[src/rtl/crc_seq_ctrl.sv]
// crc_seq_ctrl: sequential driver for the crc3_eval step function.
// Accepts a job descriptor (length, polynomial, initial remainder), then
// consumes one WCODE-bit chunk per accepted beat, chaining the remainder,
// and presents the final remainder on a valid/ready result channel.
// Optional build macro CRC_SEQ_CHECK_EN adds an expected-CRC compare
// (i_exp_crc in, o_crc_err out).

// crc3_eval: combinational CRC step F(d,p,c).
// Only the low WPOLY-1 bits of the working value reach the result, and XOR
// has no carries, so each stage tracks just those low bits.
module crc3_eval #(
   parameter int WCODE = 4,
   parameter int WPOLY = 3
) (
   input  logic [WCODE-1:0] i_data,
   input  logic [WPOLY-1:0] i_poly,
   input  logic [WPOLY-2:0] i_crc,
   output logic [WPOLY-2:0] o_crc
);
   localparam int TW = WCODE + WPOLY - 1;

   logic [TW-1:0]    q_base;
   logic [WPOLY-2:0] t_stage [WCODE+1];

   assign q_base     = {i_poly, {(WCODE-1){1'b0}}};
   assign t_stage[0] = i_crc;

   genvar gi;
   generate
      for (gi = 0; gi < WCODE; gi++) begin : g_step
         logic [WPOLY-2:0] q_low;
         // polynomial aligned for data bit WCODE-1-gi, truncated to the remainder width
         assign q_low = (WPOLY-1)'(q_base >> gi);
         assign t_stage[gi+1] = i_data[WCODE-1-gi] ? (t_stage[gi] ^ q_low) : t_stage[gi];
      end
   endgenerate

   assign o_crc = t_stage[WCODE];
endmodule

module crc_seq_ctrl #(
   parameter int WCODE = 4,
   parameter int WPOLY = 3,
   parameter int LENW  = 8
) (
   input  logic             i_clk,
   input  logic             i_rst_n,
   input  logic             i_start,
   input  logic [LENW-1:0]  i_len,
   input  logic [WPOLY-1:0] i_poly,
   input  logic [WPOLY-2:0] i_init,
   input  logic [WCODE-1:0] i_data,
   input  logic             i_data_valid,
   output logic             o_data_ready,
   output logic [WPOLY-2:0] o_crc,
   output logic             o_crc_valid,
   input  logic             i_crc_ready,
`ifdef CRC_SEQ_CHECK_EN
   input  logic [WPOLY-2:0] i_exp_crc,
   output logic             o_crc_err,
`endif
   output logic             o_busy
);
   typedef enum logic [1:0] {S_IDLE, S_BUSY, S_DONE} state_t;

   state_t           state;
   logic [LENW-1:0]  cnt;
   logic [WPOLY-1:0] poly_r;
   logic [WPOLY-2:0] crc_r;
   logic [WPOLY-2:0] crc_next;

   crc3_eval #(
      .WCODE (WCODE),
      .WPOLY (WPOLY)
   ) u_eval (
      .i_data (i_data),
      .i_poly (poly_r),
      .i_crc  (crc_r),
      .o_crc  (crc_next)
   );

`ifdef CRC_SEQ_CHECK_EN
   logic [WPOLY-2:0] exp_r;

   // expected remainder latched at job start
   always_ff @(posedge i_clk or negedge i_rst_n) begin
      if (!i_rst_n)
         exp_r <= '0;
      else if (state == S_IDLE && i_start)
         exp_r <= i_exp_crc;
   end

   // mismatch flag is only meaningful while a result is presented
   assign o_crc_err = o_crc_valid && (crc_r != exp_r);
`endif

   // job FSM; all handshake outputs are registered alongside the state
   always_ff @(posedge i_clk or negedge i_rst_n) begin
      if (!i_rst_n) begin
         state        <= S_IDLE;
         cnt          <= '0;
         poly_r       <= '0;
         crc_r        <= '0;
         o_crc        <= '0;
         o_crc_valid  <= 1'b0;
         o_data_ready <= 1'b0;
         o_busy       <= 1'b0;
      end else begin
         case (state)
            S_IDLE: begin
               if (i_start) begin
                  poly_r <= i_poly;
                  crc_r  <= i_init;
                  cnt    <= i_len;
                  o_busy <= 1'b1;
                  if (i_len == '0) begin
                     // empty message: result is the initial remainder
                     state       <= S_DONE;
                     o_crc       <= i_init;
                     o_crc_valid <= 1'b1;
                  end else begin
                     state        <= S_BUSY;
                     o_data_ready <= 1'b1;
                  end
               end
            end
            S_BUSY: begin
               if (i_data_valid && o_data_ready) begin
                  crc_r <= crc_next;
                  cnt   <= cnt - LENW'(1);
                  if (cnt == LENW'(1)) begin
                     state        <= S_DONE;
                     o_data_ready <= 1'b0;
                     o_crc        <= crc_next;
                     o_crc_valid  <= 1'b1;
                  end
               end
            end
            S_DONE: begin
               // i_start is not looked at here, so a request on the exit cycle waits one cycle
               if (i_crc_ready) begin
                  state       <= S_IDLE;
                  o_crc_valid <= 1'b0;
                  o_busy      <= 1'b0;
               end
            end
            default: begin
               state        <= S_IDLE;
               o_crc_valid  <= 1'b0;
               o_data_ready <= 1'b0;
               o_busy       <= 1'b0;
            end
         endcase
      end
   end
endmodule

[config.mk]
export PLATFORM = sky130hd
export DESIGN_NAME = crc_seq_ctrl
export DESIGN_NICKNAME = d
export VERILOG_FILES = /design/src/rtl/crc_seq_ctrl.sv
export SDC_FILE = /design/constraint.sdc
export NUM_CORES = 1
export LEC_CHECK = 0
export BUFFER_PORTS_ARGS = -buffer_cell sky130_fd_sc_hd__buf_2
export CORE_ASPECT_RATIO = 0.7
export CORE_UTILIZATION = 33
export DETAILED_ROUTE_END_ITERATION = 7
export PLACE_DENSITY = 0.53
export REMOVE_ABC_BUFFERS = 1
export SYNTH_ARGS = -nofsm -noshare
export SYNTH_HDL_FRONTEND = slang
export SYNTH_SLANG_ARGS = --single-unit
[constraint.sdc]
create_clock -name i_clk -period 3 [get_ports i_clk]
set_input_delay 0.6 -clock i_clk [delete_from_list [all_inputs] [get_ports i_clk]]
set_output_delay 0.6 -clock i_clk [all_outputs]
set_load 0.02 [all_outputs]
==> impl_summary.md, run 1 <==
Pwr
The reported net switching power is 482.6 uW. Total power for the finished layout comes to 1.179 mW. The portion of total power attributed to the clock network is 0.151. The leakage power total is 0.6114 nW. In this run the power density over the cells is 898.3 nW/um2.

The share of total power consumed by net switching is 0.4093. The sequential power share is 0.392. The relative contribution of combinational cells to total power is 0.457. Cell internal power was estimated by the tool at 696.5 uW. The worst-case IR drop observed on VDD is 0.4052 mV.

STA
The shortest period the worst path allows is 1.861 ns. The setup TNS after final layout is 0 ns. At the pin with the least slew margin, the transition time is 0.7017 ns. Between clock sinks in the finished design, the worst skew comes to 0.003312 ns. Setup repair after global routing left no endpoint under its margin. The setup-violating endpoint count in the final report is 0. The final number of max-transition violations is 0. The number of endpoints with negative hold slack in the final report is 0. Static timing analysis puts the maximum clock frequency at 537.3 MHz. The worst relative slew slack is 0.5322. Dividing the final minimum period by the clock period gives 0.6204.

Place
The count of buffers added on input and output ports is 23. The count of placed standard cells including taps is 179. The HPWL reported at the end of detailed placement is 1.963 mm. The weighted congestion reported at the end of routability-driven placement is 0.7656.

Layout
0 antenna diodes ended up in the layout. Of the cells placed in the final design, the portion with a size suffix greater than 1 is 0.2868. After filler insertion, the fill cell instance count of the layout stands at 327.

The multi-input combinational cells in the finished layout cover a total of 606.8 um2. The finished layout holds 183 standard cells, fillers aside. The layout net count is 161.

Across the whole layout, storage elements account for 475.5 um2. The area growth from synthesis to layout is 15.91%.

Die
The die is 51.01 um tall. The floorplan step defined a die boundary enclosing 3673 um2. The row count is 17. The starting utilization of the core area is 0.3526.

The die is 72.02 um wide. The number of ports placed on the die boundary is 27. The placeable core region is 3212 um2.

Routing
The average wire length per cell after detail routing is 14.06 um. The detailed-route DRC error count is 0. For this run, the detailed router's first-pass iteration total came to 4. The number of violations reported at the end of detailed-routing iteration 0 is 22. Across all layers, the routed design uses 947 vias.

The detail-routed via count per cell is 5.175. The residual antenna-violating net count after detailed routing is 0. The final wirelength is 2.573 mm.

Setup path
The count of cells along the worst register-to-register path is 3. The reg-to-reg setup timing slack is 1.14 ns. In this run the worst path has a maximum fanout of 20.

The kind of cell adding the most delay to the critical path is simple AND/OR/NAND/NOR gates. The delay contributed by the slowest stage of the critical path is 0.62 ns. The data required time of the worst path is 3.14 ns. The worst path buffer plus inverter count is 0. STA classifies the critical path startpoint as a flip-flop. The classification of the worst setup path is reg2reg. The cell with the biggest individual delay on the critical path is nand2b_1.

The capture instance of the worst register-to-register path is o_crc[1]. The worst register-to-register path begins at state[1]. The data arrival time of the critical path is 2.00 ns. Walking the worst path, the cells encountered are nand2b_1 > o21ai_0 > mux2_2.

The sort of element at the end of the critical path is a flip-flop.

Clock network
CTS placed an instance of clkbuf_8 at the clock tree root. The number of hold-repair buffers added at the cts stage is 0. The depth of the CTS H-tree is 1. After clock tree synthesis, the setup repair step added 0 buffers. TritonCTS built the clock tree. For the worst-skew pair, the clock arrives at the later sink with an insertion delay of 0.25 ns. The post-cts resize count is 0. The buffer levels on the longest clock path is 2.

CTS saw 19 sinks. The clock transition at the registers of the reported paths is 0.07 ns. In this run, CTS created clock tree buffers numbering 3.

Synth
The top flip-flop cell by instance count after synthesis is dfrtp_1. Counting distinct cell types in the post-synthesis netlist gives 37. The netlist area before placement is 1132 um2.

Sorting the synthesized cells by area gives the leading types as dfrtp_1 42%, mux2_2 7.0%, nor2_1 4.3%. Each instance of the synthesized netlist takes up on average 9.933 um2. Of the synthesized area, sequential elements account for 0.4199.

The Yosys warning count is 0. Of the post-synthesis cell area, the dominant cell type holds 0.4199. The most area-hungry cell type in the Yosys netlist is dfrtp_1. Of all flip-flops after synthesis, the portion carrying an async set or reset was 1.000. The commonest cells after synthesis are 19 x dfrtp_1, 13 x nor2_1, 8 x nand2_1, 7 x mux2_2, 7 x o21ai_0. The number of enable flip-flop cells after synthesis is 0. The flip-flop and latch count after synthesis is 19.

The gate count of the mapped netlist is 114. Among all cell types in the netlist, the one instantiated most often is dfrtp_1.

Global route
The initial antenna violation count is 0. The pin count of the biggest net entering global routing is 21. For this run the aggregate overflow at the end of global routing stands at 0. The first global-routing pass estimated 4.402 mm of wire.

For this run, the total global-route usage over all layers was measured as 0.1630. The via count of the first global-routing pass is 901.

Outcome
The run finished with clean final reports.

Run
Max-cap violations in this run came to 0.

Hold path
The type of the most critical hold path is in2async.
## per-layer routing
layer,up-vias,global-route usage,part of all wire
met1,456,0.2149,0.52
li1,463,-,-
met3,4,0.04931,0.049
met2,24,0.2531,0.42
met4,0,0.05882,0.0089
met5,-,0,0
## layout by cell type, fill, tap and decap left out, types with 3 or more instances in the layout
cell type and n:
nor2_1 13, a22oi_1 5, nand2_1 8, inv_1 3, nand3_1 3, nand2b_1 3, o21ai_0 7, o2bb2ai_1 3
clkbuf_8 3, mux2_2 7, o21ai_1 5, buf_2 23, a21oi_1 5, dfrtp_1 19
## power groups by stage
| stage | logic (mW) | registers [mW] | clock network (mW) |
|---|---|---|---|
| 6_report | 0.539 | 0.462 | 0.178 |
| 5_1_grt | 0.607 | 0.481 | 0.201 |
| 4_1_cts | 0.544 | 0.461 | 0.186 |
| 3_5_place_dp | 0.545 | 0.463 | 0 |
| 3_3_place_gp | 0.524 | 0.460 | 0 |
| 2_1_floorplan | 0.412 | 0.447 | 0 |
## flip-flops by register name, summed over array words and instances (netlist names)
name          cells
o_data_ready      1
poly_r            2
o_crc_valid       1
crc_r             2
o_busy            1
state             2
o_crc             2
cnt               8
## through the flow
stage	hold slack [ns]	worst slack, ns	util	instance area (um2)
after floorplan	0.3044	1.306	-	1094
after global placement	0.4677	0.9229	0.3946	1267
after detailed placement	0.4773	0.9243	0.3946	1267
after CTS	0.2899	1.133	0.4086	1313
after global routing	0.2981	0.9566	0.4086	1313
final	0.2799	1.139	0.4086	1313
## worst reg2reg max path, delay by kind of cell (launching register included)
| family | cells | cell delay (ns) |
|---|---|---|
| AO/OA/AOI/OAI | 1 | 0.23 |
| flip-flops | 1 | 0.59 |
| multiplexers | 1 | 0.30 |
| AND/OR/NAND/NOR | 1 | 0.62 |
## area by class of cell
cell class | instances | share of cell area
clock buffer | 4 | 0.03432
tap | 47 | 0.04480
multi-input combinational | 87 | 0.4623
timing repair buffer | 23 | 0.08770
sequential | 19 | 0.3622
inverter | 3 | 0.008580
## worst max-delay path by stage
stage,from,depth (start not counted),endpoint
floorplan,i_len[6],4,o_crc[0]
global placement,i_len[6],5,o_crc[1]
detailed placement,i_len[6],5,o_crc[0]
CTS,state[1],3,o_crc[1]
global route,state[1],3,o_crc[0]
finish,state[1],3,o_crc[1]
## cells by family (layout without fill, tap and decap cells)
logic type,count (synthesis),count (layout),synth area share
buf+inv,8,30,0.04419
mux,8,8,0.07846
fa+ha+maj,2,2,0.02210
simple gates,38,38,0.1923
xor+xnor,2,2,0.02762
compound gates,37,37,0.2155
flops,19,19,0.4199
(Power assumes the default switching activity.)
==> run 2, diff against run 1 <==
--- a/config.mk
+++ b/config.mk
@@ -5,11 +5,12 @@
 export SDC_FILE = /design/constraint.sdc
 export NUM_CORES = 1
 export LEC_CHECK = 0
+export ABC_AREA = 1
 export BUFFER_PORTS_ARGS = -buffer_cell sky130_fd_sc_hd__buf_2
 export CORE_ASPECT_RATIO = 0.7
 export CORE_UTILIZATION = 33
 export DETAILED_ROUTE_END_ITERATION = 7
-export PLACE_DENSITY = 0.53
+export PLACE_DENSITY = 0.52
 export REMOVE_ABC_BUFFERS = 1
 export SYNTH_ARGS = -nofsm -noshare
 export SYNTH_HDL_FRONTEND = slang
==> constraint.sdc (replaced) <==
create_clock -name i_clk -period 1.8 [get_ports i_clk]
set_input_delay 0.36 -clock i_clk [delete_from_list [all_inputs] [get_ports i_clk]]
set_output_delay 0.36 -clock i_clk [all_outputs]
set_load 0.02 [all_outputs]
==> impl_summary.md, run 2 <==
Pwr
Power spread over the standard cell area amounts to 553.2 nW/um2. VDD sags by at most 0.3890 mV. The leakage power total is 0.7459 nW.

Global route
The initial antenna violation count came to 0. The total overflow left after global routing is 0. The pin count of the biggest net entering global routing is 24. The first-pass GRT wire length is 4.402 mm. Across every metal layer, demand over resource in global routing totals 0.1572. The via count of the first global-routing pass was 964.

STA
The setup-violating endpoint count in the final report is 0. The final number of max-transition violations was 0. The number of endpoints with negative hold slack in the final report is 0. The shortest period the worst path allows is 1.481 ns. Measured against its own limit, the worst slew margin works out to 0.6744. The highest attainable clock frequency is 675.0 MHz. The setup TNS after final layout is 0 ns. Setup slack closes at 0.3186 ns. The portion of the clock cycle consumed by the worst path in the final layout is 0.8230. Setup repair after global routing left no endpoint under its margin.

The post-route clock skew is 0.003633 ns. At the pin with the least slew margin, the transition time is 0.4878 ns.

Place
At the end of routability-driven placement, the weighted congestion stood at 0.7883. Port buffering added 23 buffers. The HPWL reported at the end of detailed placement is 2.012 mm. The worst slack at placement is 0.3325 ns.

Clock network
The clock latency on the worst-skew pair is 0.26 ns. Clock-pin slew was measured on the worst setup and hold paths at 0.08 ns. In this run, CTS created clock tree buffers numbering 3. The number of hold-repair buffers added at the cts stage is 0. The post-cts resize count is 0. Clock tree synthesis found a total of 19 sinks. The buffer levels on the longest clock path is 2. In this run the clock root is driven by a clkbuf_8. TritonCTS built the clock tree. After clock tree synthesis, the setup repair step added 0 buffers. In this run the number of H-tree levels came out at 1.

Die
Row generation in the floorplan step produced 17 rows. The core region is 3254 um2. For this configuration, the core starts out at a cell density of 0.3568. The number of ports placed on the die boundary is 27. The area of the die is 3764 um2. From bottom edge to top edge, the die measures 51.63 um. The floorplan step set the die width to 72.90 um.

Layout
The layout net count is 214. The library cells used most frequently in the layout, excluding fill and tap cells, are 66 x nand2_1, 23 x buf_2, 19 x dfrtp_1, 15 x inv_1, 14 x nand3_1. The register bank with the most flops is cnt. The final antenna diode count is 0. The flip-flop count of the largest register after layout is 8. In the final layout, the share of cells above drive strength 1 is 0.2222. The most frequent standard cell in the layout excluding fill and tap cells is nand2_1.

The area added between synthesis and finish is 19.29%.

Synth
In this run, synthesis produced a sequential element count of 19. Among all flip-flop cells after synthesis, the most frequent one is dfrtp_1. For this run, the register share of the synthesized area comes to 0.4095. During synthesis, Yosys emitted a total of 0 warnings. Among all cell types in the netlist, the one instantiated most often is nand2_1. The average cell area after synthesis is 7.123 um2. Synthesis instantiated 23 different standard cells from the library. The most area-hungry cell type in the Yosys netlist is dfrtp_1. The proportion of register bits with asynchronous set or reset after synthesis is 1.000. Ranked by instance count, the synthesized netlist is headed by 66 x nand2_1, 19 x dfrtp_1, 15 x inv_1, 14 x nand3_1, 12 x o21ai_0. The top cell type's share of synthesized area is 0.4095. The gate count of the mapped netlist is 163.

The netlist area before placement is 1161 um2. Sorting the synthesized cells by area gives the leading types as dfrtp_1 41%, nand2_1 21%, nand3_1 6.0%. The number of enable flip-flop cells after synthesis is 0.

Hold path
The type of the most critical hold path is in2async.

Run
The max-cap check violation count is 0.

Setup path
The largest fanout of any net on the critical path is 12. At the worst endpoint, the required time is 1.93 ns. The count of cells along the worst register-to-register path is 7. The reg-to-reg critical path startpoint is state[0]. STA puts the critical path data arrival time at 1.61 ns.

The capture instance of the worst register-to-register path is state[0]. The classification of the worst setup path is reg2reg. The nature of the critical path startpoint is a flip-flop. The sort of element at the end of the critical path is a flip-flop. The reg-to-reg setup timing slack is 0.32 ns.

Outcome
The flow ran to the end, and the final reports show no timing, DRC or antenna violations.

Routing
The detailed-route DRC error count is 0. Wires add up to 2.634 mm. The count of nets left with antenna violations once routing finished came out at 0.

The average wire length per cell after detail routing is 11.16 um. Using the TritonRoute via totals, the vias-per-cell ratio works out to 4.729. For this block, the via count after detailed routing is 1116. The detailed-router iteration count before antenna repair is 4. The number of violations reported at the end of detailed-routing iteration 0 is 54.
## run 2: changes by cell type after synthesis, sizes merged, moves of 4 or more
cell and delta:
o21ai +4, mux2 -5, nand2 +60, a22oi -5
nand3 +11, a21oi -5, inv +13
## run 2: worst max path at each step
stage / startpoint / endpoint / slack (ns) / cells past startpoint
global route: state[0] / state[0] / 0.15 / 7
finish: state[0] / state[0] / 0.32 / 7
detailed placement: state[0] / state[0] / 0.33 / 7
global placement: state[1] / state[0] / 0.33 / 6
floorplan: state[1] / cnt[2] / 0.24 / 6
CTS: state[0] / state[0] / 0.32 / 7
## run 2: report_power, final
group          switching [mW]  total, mW  internal (mW)
Clock                   0.150      0.304          0.154
Combinational          0.0202     0.0358         0.0155
Sequential                  0      0.426          0.426
Total                   0.170      0.766          0.596
## run 2: critical path, cell delays in order, from the launching register on
cell	delay, ns
dfrtp_1	0.41
inv_2	0.07
nor2_2	0.39
nand2_1	0.18
inv_1	0.08
nor2_1	0.06
nand3_1	0.10
nand3_1	0.07
## run 2: final cells by class
class | count | area [um2]
Clock buffer | 3 | 41.29
Inverter | 16 | 60.06
Timing Repair Buffer | 26 | 150.1
Sequential cell | 19 | 475.5
Clock inverter | 1 | 5.005
Fill cell | 351 | 1869
Multi-Input combinational cell | 124 | 594.3
Tap cell | 47 | 58.81
## run 2: logic make-up (layout without fill, tap and decap cells)
kind of cell	after synthesis	after routing	synth area share
simple gates	99	99	0.3610
compound gates	21	21	0.1099
buf+inv	20	46	0.07865
flops	19	19	0.4095
fa+ha+maj	2	2	0.02155
mux	2	2	0.01940
## run 2: layer usage
metal | routed length [um] | GRT usage | up-vias
li1 | - | - | 570
met1 | 1375 | 0.2326 | 513
met2 | 1108 | 0.2259 | 31
met3 | 143 | 0.04651 | 2
met4 | 7 | 0.02941 | 0
met5 | 0 | 0 | -
## run 2: per-stage QoR
stage	power (mW)	cells	hold WS, ns	util	instance area, um2
5_1_grt	0.8049	236	0.06983	0.4256	1385
4_1_cts	0.7829	236	0.06788	0.4256	1385
2_1_floorplan	0.4388	159	0.06441	-	1130
3_3_place_gp	0.4713	232	0.3421	0.4114	1339
6_report	0.7662	236	0.04483	0.4256	1385
3_5_place_dp	0.4720	232	0.3523	0.4114	1339
